## config.mk

```make
export PLATFORM = sky130hd
export DESIGN_NAME = pc_fetch_ctrl
export DESIGN_NICKNAME = d
export VERILOG_FILES = /design/src/rtl/pc_fetch_ctrl.sv
export SDC_FILE = /design/constraint.sdc
export NUM_CORES = 1
export LEC_CHECK = 0
export BUFFER_PORTS_ARGS = -buffer_cell sky130_fd_sc_hd__buf_2
export CAP_MARGIN = 20
export CORE_MARGIN = 4
export CORE_UTILIZATION = 30
export CTS_BUF_LIST = sky130_fd_sc_hd__clkbuf_4 sky130_fd_sc_hd__clkbuf_8 sky130_fd_sc_hd__clkbuf_16
export DETAILED_ROUTE_END_ITERATION = 7
export GPL_ROUTABILITY_DRIVEN = 0
export HOLD_SLACK_MARGIN = 0.05
export PLACE_DENSITY = 0.57
export SYNTH_ARGS = -nofsm -noshare
export SYNTH_HDL_FRONTEND = slang
export SYNTH_SLANG_ARGS = --single-unit
```

## constraint.sdc

```tcl
create_clock -name clk -period 2.9 [get_ports clk]
set_clock_uncertainty 0.1 [all_clocks]
set_input_delay 0.58 -clock clk [delete_from_list [all_inputs] [get_ports clk]]
set_output_delay 0.58 -clock clk [all_outputs]
set_load 0.05 [all_outputs]
```

## src/rtl/pc_fetch_ctrl.sv

```systemverilog
// rtl/pc_fetch_ctrl.sv - program counter sequencing and instruction fetch control
//
// Purpose:
//   Holds the PC and issues one fetch request per instruction. When memory
//   acknowledges, it presents the instruction for one EXEC cycle. It then
//   selects the next PC from halt > jump > branch > pc+4.
//   State sequence: BOOT -> FETCH -> EXEC -> FETCH ...; EXEC -> HALTED on halt.
//   HALTED is terminal until reset.
//
// Optional feature:
//   PC_ALIGN_CHECK_EN - when defined, a jump or branch target whose bits[1:0]
//   are non-zero redirects the PC to EXC_VECTOR and sets the sticky addr_err
//   flag. When undefined, targets load verbatim and addr_err is tied low.
//
// Ports:
//   clk            system clock, rising edge
//   rst            asynchronous reset, active low
//   imem_req       fetch request to instruction memory (high throughout FETCH)
//   imem_addr      fetch address, always equal to pc
//   imem_ack       memory returns the instruction this cycle (FETCH only)
//   instr_valid    one-cycle pulse in EXEC: instruction at pc is ready
//   branch_taken   EXEC only: take branch_target
//   branch_target  branch destination
//   jump           EXEC only: take jump_target (wins over branch_taken)
//   jump_target    jump destination
//   halt           EXEC only: stop fetching (wins over everything)
//   pc             current PC
//   pc_plus4       pc + 4 modulo 2^PC_WIDTH, combinational
//   halted         high while in HALTED
//   addr_err       sticky misaligned-target flag

module pc_fetch_ctrl #(
    parameter int                     PC_WIDTH     = 32,
    parameter logic [PC_WIDTH-1:0]    RESET_VECTOR = '0,
    parameter logic [PC_WIDTH-1:0]    EXC_VECTOR   = PC_WIDTH'(32'h0000_0180)
) (
    input  logic                clk,
    input  logic                rst,
    output logic                imem_req,
    output logic [PC_WIDTH-1:0] imem_addr,
    input  logic                imem_ack,
    output logic                instr_valid,
    input  logic                branch_taken,
    input  logic [PC_WIDTH-1:0] branch_target,
    input  logic                jump,
    input  logic [PC_WIDTH-1:0] jump_target,
    input  logic                halt,
    output logic [PC_WIDTH-1:0] pc,
    output logic [PC_WIDTH-1:0] pc_plus4,
    output logic                halted,
    output logic                addr_err
);

    // The exception vector must itself be a legal fetch address, and the
    // low two bits are needed for the alignment test.
    if (PC_WIDTH < 3) begin : g_bad_width
        $error("PC_WIDTH must be at least 3");
    end
    if (EXC_VECTOR[1:0] != 2'b00) begin : g_bad_exc
        $error("EXC_VECTOR must be word aligned");
    end

    typedef enum logic [1:0] {
        ST_BOOT   = 2'd0,
        ST_FETCH  = 2'd1,
        ST_EXEC   = 2'd2,
        ST_HALTED = 2'd3
    } state_t;

    state_t                state_q;
    logic [PC_WIDTH-1:0]   pc_q;
    logic                  imem_req_q;
    logic                  instr_valid_q;
    logic                  halted_q;

    logic [PC_WIDTH-1:0]   pc_plus4_d;
    logic [PC_WIDTH-1:0]   pc_d;
    logic [PC_WIDTH-1:0]   target_d;
    logic                  take_target_d;

    // Sequential successor; wraps silently at the top of the address space.
    assign pc_plus4_d = pc_q + PC_WIDTH'(4);

    // Next-PC selection, evaluated every cycle but only consumed in EXEC.
    // Halt is handled in the FSM because it freezes the PC instead of
    // choosing a new value.
    always_comb begin
        take_target_d = 1'b0;
        target_d      = branch_target;
        if (jump) begin
            take_target_d = 1'b1;
            target_d      = jump_target;
        end else if (branch_taken) begin
            take_target_d = 1'b1;
            target_d      = branch_target;
        end
    end

`ifdef PC_ALIGN_CHECK_EN
    logic addr_err_q;
    logic misaligned_d;

    // Only redirected targets are checked; pc+4 from an aligned PC stays aligned.
    assign misaligned_d = take_target_d && (target_d[1:0] != 2'b00);

    always_comb begin
        pc_d = take_target_d ? target_d : pc_plus4_d;
        if (misaligned_d) begin
            pc_d = EXC_VECTOR;
        end
    end

    assign addr_err = addr_err_q;
`else
    always_comb begin
        pc_d = take_target_d ? target_d : pc_plus4_d;
    end

    assign addr_err = 1'b0;
`endif

    // All outputs are registered and move together with the state. The
    // asynchronous reset therefore drops imem_req in the same cycle that
    // reset asserts.
    always_ff @(posedge clk or negedge rst) begin
        if (!rst) begin
            state_q       <= ST_BOOT;
            pc_q          <= RESET_VECTOR;
            imem_req_q    <= 1'b0;
            instr_valid_q <= 1'b0;
            halted_q      <= 1'b0;
`ifdef PC_ALIGN_CHECK_EN
            addr_err_q    <= 1'b0;
`endif
        end else begin
            case (state_q)
                ST_BOOT: begin
                    state_q    <= ST_FETCH;
                    imem_req_q <= 1'b1;
                end

                ST_FETCH: begin
                    // Address is held on pc_q, so it stays stable across wait states.
                    if (imem_ack) begin
                        state_q       <= ST_EXEC;
                        imem_req_q    <= 1'b0;
                        instr_valid_q <= 1'b1;
                    end
                end

                ST_EXEC: begin
                    instr_valid_q <= 1'b0;
                    if (halt) begin
                        state_q  <= ST_HALTED;
                        halted_q <= 1'b1;
                    end else begin
                        state_q    <= ST_FETCH;
                        imem_req_q <= 1'b1;
                        pc_q       <= pc_d;
`ifdef PC_ALIGN_CHECK_EN
                        if (misaligned_d) begin
                            addr_err_q <= 1'b1;
                        end
`endif
                    end
                end

                ST_HALTED: begin
                    state_q <= ST_HALTED;
                end

                default: begin
                    state_q       <= ST_BOOT;
                    imem_req_q    <= 1'b0;
                    instr_valid_q <= 1'b0;
                end
            endcase
        end
    end

    assign imem_req    = imem_req_q;
    assign imem_addr   = pc_q;
    assign instr_valid = instr_valid_q;
    assign pc          = pc_q;
    assign pc_plus4    = pc_plus4_d;
    assign halted      = halted_q;

endmodule

```

# == After elaboration in Yosys (flattened, before gate mapping) ==
# Index checks and enable logic that the tools add are counted.
# classes
addsub,1
eq_ne,5
muxes,12
bitwise_logic,1
reduce_logical,7
# ops
operator,n
$mux 32,2
$add 32x3->32 const B,1
$pmux 2 s4,1
$reduce_and 2->1,3
$mux 1,5
$eq 2x2->1 const B,2
$mux 2,2
$ne 2x2->1 const B,2
$pmux 1 s3,1
$reduce_and 3->1,1
$reduce_bool 3->1,1
$eq 2x1->1 const B,1
$logic_not 2->1,1
$pmux 1 s2,1
$reduce_bool 2->1,1
$not 1->1,1
# word_totals
reg_bits,37
out_inout_bits,100
elab_cells,31

# == Depth between registers and ports, before layout ==
# Gate-level depths: netlist of run 1.
# logic_depth
ltp_word,3
ltp_mapped,7
depth_no_buf,5

# == Worst setup path after synthesis of run 1 ==
# No wires, ideal clock.
# synth_path
path_type,reg-to-output
startpoint,reg pc_q[2] (netlist: imem_addr[2])
endpoint,out pc_plus4[22]
arrival_ns,2.806
required_ns,2.220
setup_slack_ns,-0.586
path_stages_with_launch,6
n_path_buf,0
path_cell_list,dfrtp_1 > ha_1 > nand4_1 > nor4_2 > nand4_1 > xnor2_1
# synth_via
elab_chain_cells,1
# synth_lines
item,line_no,source
from (decl),71,logic [PC_WIDTH-1:0] pc_q;
from (signal assigned),159,pc_q <= pc_d;
$add 32x3->32,82,assign pc_plus4_d = pc_q + PC_WIDTH'(4);
to (decl),49,"output logic [PC_WIDTH-1:0] pc_plus4,"
# Every way passes these cells.

# == Worst setup path after layout of run 1 ==
# layout_path
startpoint,reg pc_q[15] (netlist: imem_addr[15])
endpoint,out pc_plus4[25]
# Same word-level chain as after synthesis.

==> results of run 1 <==
[worst max-delay path by stage]
| stage | from | end | slack, ps | cells past startpoint |
|---|---|---|---|---|
| finish | imem_addr[15] | pc_plus4[25] | 90 | 5 |
| global route | imem_addr[14] | pc_plus4[30] | 4 | 7 |
| CTS | imem_addr[10] | pc_plus4[23] | 30 | 7 |
| detailed placement | imem_addr[2] | pc_plus4[22] | 90 | 7 |
| global placement | imem_addr[2] | pc_plus4[22] | 140 | 7 |
| floorplan | imem_addr[2] | pc_plus4[22] | -10 | 5 |
[cell families (layout without fill, tap and decap cells)]
| logic type | count (synthesis) | in the layout | synth area share |
|---|---|---|---|
| other cells | 1 | 1 | 0.001190 |
| fa+ha+maj | 1 | 1 | 0.003971 |
| mux | 3 | 3 | 0.009532 |
| xor+xnor | 28 | 28 | 0.07784 |
| simple gates | 135 | 135 | 0.2288 |
| buf+inv | 78 | 236 | 0.1374 |
| flops | 37 | 37 | 0.2939 |
| compound gates | 113 | 113 | 0.2474 |
[power by group through the flow]
| stage | sequential, mW | clock (mW) | combinational (mW) |
|---|---|---|---|
| 2_1_floorplan | 0.820 | 0 | 0.588 |
| 3_3_place_gp | 0.660 | 0 | 0.950 |
| 3_5_place_dp | 0.666 | 0 | 0.950 |
| 4_1_cts | 0.654 | 0.406 | 0.972 |
| 5_1_grt | 0.653 | 0.426 | 1.06 |
| 6_report | 0.644 | 0.393 | 1.01 |
[metal layers]
metal	vias up	routed length, um
met5	-	7
met3	15	837
met4	2	172
li1	1728	-
met1	1647	4961
met2	118	5416
[state kept, by name (all words and copies together), names as in the netlist]
| name | cells |
|---|---|
| state_q | 2 |
| imem_req | 1 |
| instr_valid | 1 |
| halted | 1 |
| imem_addr | 32 |
[final cells by class]
class,instances,share of cell area
repair buffers,216,0.2701
multi-input cells,281,0.4562
well taps,136,0.03722
flip-flops and latches,37,0.2066
clock buffers,8,0.01998
inverters,12,0.009852
[worst reg2reg max path, delay by kind of cell (launching register included)]
| family | cells | cell delay (ps) |
|---|---|---|
| AND/OR/NAND/NOR | 4 | 1220 |
| buffers and inverters | 1 | 300 |
| flip-flops | 1 | 460 |
[stage by stage]
step	util	setup TNS (ps)	setup slack (ps)
2_1_floorplan	-	-10.79	-10.79
3_3_place_gp	0.4165	0	141.2
3_5_place_dp	0.4165	0	89.50
4_1_cts	0.4316	0	25.68
5_1_grt	0.4449	0	4.132
6_report	0.4449	0	86.04
[cells in the final DEF (no fill, tap or decap), drive strengths merged, types with 3 or more instances in the layout]
cell type,n
nor2,18
dfrtp,37
inv,12
a22o,3
nor3,19
nand4,12
xnor2,18
nand2,42
or2,4
a311o,5
nand3,9
nor4,10
mux2i,3
xor2,10
buf,210
a21oi,17
and3,6
a222oi,5
o21ai,34
o2bb2ai,10
clkbuf,14
a221oi,4
and2,3
a22oi,12
a211o,3
o22ai,5
[repair_timing]
item,4_1_cts,5_1_grt
endpoints found under the setup margin,7,15
buffers inserted,3,14
pin swaps,3,4
gates resized for setup,11,11
hold buffers,0,0
==> results.cfg, run 1 <==
[status]
status = finished, final reports clean

[global_routing]
grt_pass1_vias = 3495
grt_use_met3 = 0.04986
met1_usage = 0.2268
grt_pass1_wl_mm = 17.95
met2_usage = 0.2949
grt_max_degree = 38
busiest_layer = met2
grt_overflow_total = 0
track_usage = 0.1774
antenna_found_initial = 1

[power_and_ir_drop]
cellPowerDensity_nw_per_um2 = 447.6
peakVddDrop_mv = 0.2701
p_comb_frac = 0.493
seq_power_share = 0.315
netSwitchingFraction = 0.4878
p_total_mw = 2.047
p_int_mw = 1.048
clockPowerShare = 0.192
p_leak_nw = 2.187
p_sw_mw = 0.9983

[clock_tree]
cts.path.max_buffers = 2
numCtsBuffers = 5
cts.sinks = 37
clock_latency_ps = 290
cts_max_level = 2
clock-root-buffer = clkbuf_8
cts_tree = built
path_clk_slew_ps = 70

[logic_synthesis]
async_reset_ff_frac = 1.000
ys_types = 57
synth_area_leader_cell = dfrtp_1
ys_seq_area_frac = 0.2939
synth_top_area_share = 0.2939
syn_avg_cell_area_um2 = 7.956
ys_warn_count = 0
ys_seq_elements = 37
synthTopCellsByArea = dfrtp_1 29%, buf_4 8.3%, o21ai_0 5.4%
synth_area_um2 = 3151
synth.most_common_cell = nand2_1
syn_nets = 467
synth-edff-count = 0
ys_top_cells_by_count = 41 x nand2_1, 37 x dfrtp_1, 35 x buf_4, 34 x o21ai_0, 21 x clkbuf_1
synth-main-ff-cell = dfrtp_1
synth_cells = 396

[worst_setup_path]
crit_slowest_cell = or4_4
start_kind = flop
reg2regPathDepth = 5
crit_path_max_fanout = 7
critPathKind = reg2out
reg2reg_to = imem_addr[31]
r2r_setup_slack_ps = 760
slowest_delay_ps = 510
path_buf_inv = 1
crit_chain = nand4_1 > or4_4 > nor3_4 > xor2_4 > buf_2
r2r_start = state_q[0]
cp_top_family = simple AND/OR/NAND/NOR gates
arrival_ps = 2130
critPathCaptureType = output pin
crit_required_ps = 2220

[drt]
ant_nets = 0
num_vias = 3510
drtIter0Drc = 124
first_pass_iters = 4
drt-vias-per-instance = 5.087
drt_drc_violations_left = 0
routed_wl_mm = 11.40
wire_per_inst_um = 16.52

[timing]
relSlewSlack = 0.3925
rsz0062_at_grt = false
hold_slack_ps = 318.4
period_minus_slack_ps = 2814
maxSlewViolCount = 0
fin_crit_sh = 0.9703
tightest_slew_ps = 911.3
hold_viol = 0
clock.fmax_mhz = 355.4
finalSetupViolations = 0

[placement]
placedCellCount = 665
place_area_um2 = 4280
port-buffer-count = 168
dp_hpwl_mm = 8.616

[flow_run]
max_cap_viol_count = 0

[layout]
multi_input_area_um2 = 2086
fillers = 1058
layout-drive-gt1-share = 0.5090
final_cells = 690
n_antenna_cell = 0
area_growth_pct = 45.11
seqCellArea_um2 = 944.7
nets = 624
fin_area_um2 = 4572

[die]
rows = 37
die_w_um = 110.5
die_h_um = 110.5
start_util = 0.3065
ios = 170
dieArea_um2 = 12200
core_um2 = 10280

[min_path]
hp-class = in2async
Note: power is estimated with default switching activity, not from simulation.
==> run 2, diff against run 1 <==
--- a/config.mk
+++ b/config.mk
@@ -7,6 +7,7 @@
 export LEC_CHECK = 0
 export BUFFER_PORTS_ARGS = -buffer_cell sky130_fd_sc_hd__buf_2
 export CAP_MARGIN = 20
+export CORE_ASPECT_RATIO = 1.75
 export CORE_MARGIN = 4
 export CORE_UTILIZATION = 30
 export CTS_BUF_LIST = sky130_fd_sc_hd__clkbuf_4 sky130_fd_sc_hd__clkbuf_8 sky130_fd_sc_hd__clkbuf_16
==> results.cfg, run 2 (synthesized netlist as in run 1, its figures left out) <==
[status]
status = finished, final reports clean

[layout]
layout_commonest_cell = buf_2
nets = 627
final_cell_mix = 159 x buf_2, 54 x buf_4, 41 x nand2_1
n_antenna_cell = 0
largest_register_ffs = 32
area_growth_pct = 47.58
layout-drive-gt1-share = 0.5135

[timing]
fin_tns_setup_ps = 0
hold_viol = 0
tightest_slew_ps = 928.1
clock.fmax_mhz = 354.6
period_minus_slack_ps = 2820
maxSlewViolCount = 0
finalSetupViolations = 0
relSlewSlack = 0.3813
fin_crit_sh = 0.9726

[worst_setup_path]
r2r_start = state_q[0]
crit_start = imem_addr[7]
r2r_setup_slack_ps = 720
endpoint = pc_plus4[23]
crit_top_cell = buf_4
crit_required_ps = 2220
crit_cells = 7
critPathCaptureType = output pin
start_kind = flop
reg2reg_to = imem_addr[27]
crit_slowest_cell = dfrtp_2
arrival_ps = 2140
slowest_delay_ps = 430
cp_top_family = simple AND/OR/NAND/NOR gates
reg2regPathDepth = 5
crit_chain = nand4_4 > buf_4 > nor4_2 > buf_4 > nand4_1 > xnor2_4 > buf_12
path_buf_inv = 3
crit_path_max_fanout = 11
critPathKind = reg2out

[clock_tree]
cts.sinks = 37
path_clk_slew_ps = 60
cts.path.max_buffers = 2
cts_hold_buffers = 0
clock-root-buffer = clkbuf_16
clock_latency_ps = 290
cts_tree = built
numCtsBuffers = 5
cts_max_level = 2

[die]
die_w_um = 85.47
die_h_um = 143.6
core_um2 = 10300
rows = 49
dieArea_um2 = 12270
ios = 170
start_util = 0.3059

[drt]
num_vias = 3604
wire_per_inst_um = 17.91
drt_drc_violations_left = 0
first_pass_iters = 4
drt-vias-per-instance = 5.269
drtIter0Drc = 169
ant_nets = 0
routed_wl_mm = 12.25

[power_and_ir_drop]
cellPowerDensity_nw_per_um2 = 479.4
peakVddDrop_mv = 0.3204
p_sw_mw = 1.054
p_int_mw = 1.175
p_comb_frac = 0.463
p_total_mw = 2.229
seq_power_share = 0.288
p_leak_nw = 2.223
clockPowerShare = 0.248
netSwitchingFraction = 0.4729

[min_path]
hp-class = in2async

[global_routing]
grt_max_degree = 38
grt_pass1_wl_mm = 19.31
grt_overflow_total = 0
antenna_found_initial = 0
track_usage = 0.1993
grt_pass1_vias = 3667

[placement]
port-buffer-count = 168
dp_hpwl_mm = 9.261

[flow_run]
max_cap_viol_count = 0
## run 2: changes by cell type in the layout (fill, tap and decap cells not counted), moves of 2 or more
cell / before / now
clkbuf_16: 0 / 5
clkinv_2: 0 / 2
buf_4: 48 / 54
clkbuf_8: 5 / 0
clkbuf_4: 9 / 3
## run 2: worst reg2reg max path, cell delays in order, from the launching register on
cell and delay [ps]:
dfrtp_1 460, or3b_2 670, buf_4 330, nand2_1 120, o21ai_0 100, a211o_1 280
## run 2: layout make-up
cell class                 count  area [um^2]
timing repair buffer         219         1266
multi-input combinational    281         2092
tap                          127        158.9
clock inverter                 3        17.52
fill                        1057         5650
clock buffer                   5        125.1
inverter                      12        45.04
sequential                    37        944.7
## run 2: through the flow
stage	hold WS [ps]	utilization	worst slack (ps)	instances	area [um^2]
after floorplan	184.4	-	-10.79	396	3417
after global placement	361.6	0.4167	255.0	657	4292
after detailed placement	365.6	0.4167	203.8	657	4292
after CTS	372.7	0.4387	-8.447	673	4518
after global routing	401.1	0.4514	-3.748	684	4649
final	332.8	0.4514	79.58	684	4649
## run 2: how the worst min path moves through the flow
| stage | startpoint | endpoint | slack [ps] | cells past startpoint |
|---|---|---|---|---|
| final | rst | imem_addr[28] | 330 | 1 |
| after global routing | halted | halted | 400 | 1 |
| after CTS | rst | imem_addr[31] | 370 | 1 |
| after detailed placement | halted | halted | 370 | 1 |
| after global placement | halted | halted | 360 | 1 |
| after floorplan | rst | halted | 180 | 0 |
## run 2: metal layers
layer | global-route usage | part of all wire
met5 | 0 | 0
met3 | 0.03557 | 0.056
met2 | 0.3828 | 0.56
met1 | 0.2121 | 0.36
met4 | 0.07423 | 0.024
## run 2: timing repair
item,CTS,global route
setup buffers,8,11
setup endpoints to repair,6,16
pin swaps,5,6
resized for setup,7,15
## run 2: power by group through the flow
stage | clock (mW) | sequential, mW | combinational [mW]
after floorplan | 0 | 0.820 | 0.588
after global placement | 0 | 0.653 | 0.983
after detailed placement | 0 | 0.660 | 0.982
after CTS | 0.565 | 0.649 | 0.998
after global routing | 0.590 | 0.650 | 1.09
final | 0.554 | 0.642 | 1.03
==> run 3, diff against run 2 <==
--- a/config.mk
+++ b/config.mk
@@ -15,6 +15,8 @@
 export GPL_ROUTABILITY_DRIVEN = 0
 export HOLD_SLACK_MARGIN = 0.05
 export PLACE_DENSITY = 0.57
+export RECOVER_POWER = 100
+export SETUP_SLACK_MARGIN = 0.5
 export SYNTH_ARGS = -nofsm -noshare
 export SYNTH_HDL_FRONTEND = slang
 export SYNTH_SLANG_ARGS = --single-unit
==> results.cfg, run 3 (synthesized netlist as in run 1, its figures left out) <==
[global_routing]
track_usage = 0.2131
grt_pass1_wl_mm = 20.40
grt_pass1_vias = 3836
grt_max_degree = 38
grt_overflow_total = 0
antenna_found_initial = 0

[die]
die_h_um = 143.6
core_um2 = 10300
dieArea_um2 = 12270
die_w_um = 85.47
start_util = 0.3059
rows = 49
ios = 170

[drt]
num_vias = 3939
first_pass_iters = 7
routed_wl_mm = 13.62
drtIter0Drc = 275
drt-vias-per-instance = 5.381
wire_per_inst_um = 18.61
drt_drc_violations_left = 0
ant_nets = 0

[flow_run]
max_cap_viol_count = 0

[min_path]
hp-class = in2async

[layout]
largest_register_ffs = 32
n_antenna_cell = 0
layout-drive-gt1-share = 0.4744
area_growth_pct = 71.80
nets = 675
layout_commonest_cell = clkbuf_1
final_cell_mix = 81 x clkbuf_1, 71 x buf_2, 66 x buf_4

[power_and_ir_drop]
peakVddDrop_mv = 0.3840
cellPowerDensity_nw_per_um2 = 435.8
p_total_mw = 2.359
p_leak_nw = 2.438

[timing]
rsz0062_at_grt = true
tightest_slew_ps = 1147
hold_viol = 0
period_minus_slack_ps = 2783
fin_tns_setup_ps = 0
clock.fmax_mhz = 359.3
setup_slack_ps = 117.0
fin_crit_sh = 0.9597
finalSetupViolations = 0
maxSlewViolCount = 0
relSlewSlack = 0.2356

[placement]
dp_hpwl_mm = 9.260
pre_cts_ws_ps = 181.5
port-buffer-count = 168

[worst_setup_path]
critPathKind = reg2out
r2r_setup_slack_ps = 730
crit_path_max_fanout = 4
start_kind = flop
critPathCaptureType = output pin
reg2regPathDepth = 6
arrival_ps = 2100
r2r_start = imem_addr[8]
reg2reg_to = imem_addr[25]
crit_required_ps = 2220

[clock_tree]
path_clk_slew_ps = 60
cts_tree = built
cts.path.max_buffers = 2
clock_latency_ps = 290
cts.sinks = 37
cts_max_level = 2
clock-root-buffer = clkbuf_16
cts_hold_buffers = 0
numCtsBuffers = 5

[status]
status = finished, final reports clean
## run 3: how the worst max path moves through the flow
stage / cells after the start / start / slack [ps] / end
2_1_floorplan: 6 / imem_addr[5] / 40 / pc_plus4[25]
3_3_place_gp: 6 / imem_addr[2] / 210 / pc_plus4[22]
3_5_place_dp: 6 / imem_addr[2] / 180 / pc_plus4[22]
4_1_cts: 7 / imem_addr[2] / 160 / pc_plus4[22]
5_1_grt: 10 / imem_addr[3] / 30 / pc_plus4[14]
6_report: 6 / imem_addr[8] / 120 / pc_plus4[16]
## run 3: cell type report
type / count / area, um^2
Fill cell: 1061 / 4887
Multi-Input combinational cell: 281 / 2426
Tap cell: 127 / 158.9
Clock buffer: 7 / 152.6
Sequential cell: 37 / 958.4
Clock inverter: 1 / 5.005
Inverter: 12 / 45.04
Timing Repair Buffer: 267 / 1667
## run 3: stage by stage
stage	instance area, um^2	hold WS [ps]	util	std cells
2_1_floorplan	3660	184.4	-	396
3_3_place_gp	4466	356.7	0.4336	653
6_report	5413	343.2	0.5255	732
5_1_grt	5413	394.5	0.5255	732
3_5_place_dp	4477	373.2	0.4346	654
4_1_cts	5344	367.6	0.5188	714
## run 3: routing by layer
| layer | GRT usage | share of wire | vias to the layer above |
|---|---|---|---|
| met2 | 0.4156 | 0.57 | 161 |
| met1 | 0.2281 | 0.34 | 1921 |
| met5 | 0 | 0 | - |
| met4 | 0.06672 | 0.023 | 0 |
| met3 | 0.03557 | 0.061 | 24 |
| li1 | - | - | 1833 |
## run 3: worst max-delay path, stage by stage, from the launching register on
cell and delay [ps]:
dfrtp_2 400, nand4_4 140, buf_6 150, buf_8 120
or4_4 590, xnor2_4 170, clkbuf_4 240
## run 3: what timing repair did
action                                  4_1_cts  5_1_grt
setup buffers                                51       18
pin swaps                                    23       26
gates resized for setup                      82       41
cloned                                        1        0
endpoints found under the hold margin         0        0
endpoints found under the setup margin       24       26
## run 3: power by group
| group | total [mW] | switching, mW | internal [mW] |
|---|---|---|---|
| Clock | 0.600 | 0.235 | 0.365 |
| Combinational | 1.13 | 0.808 | 0.320 |
| Sequential | 0.631 | 0.0589 | 0.572 |
| Total | 2.36 | 1.10 | 1.26 |
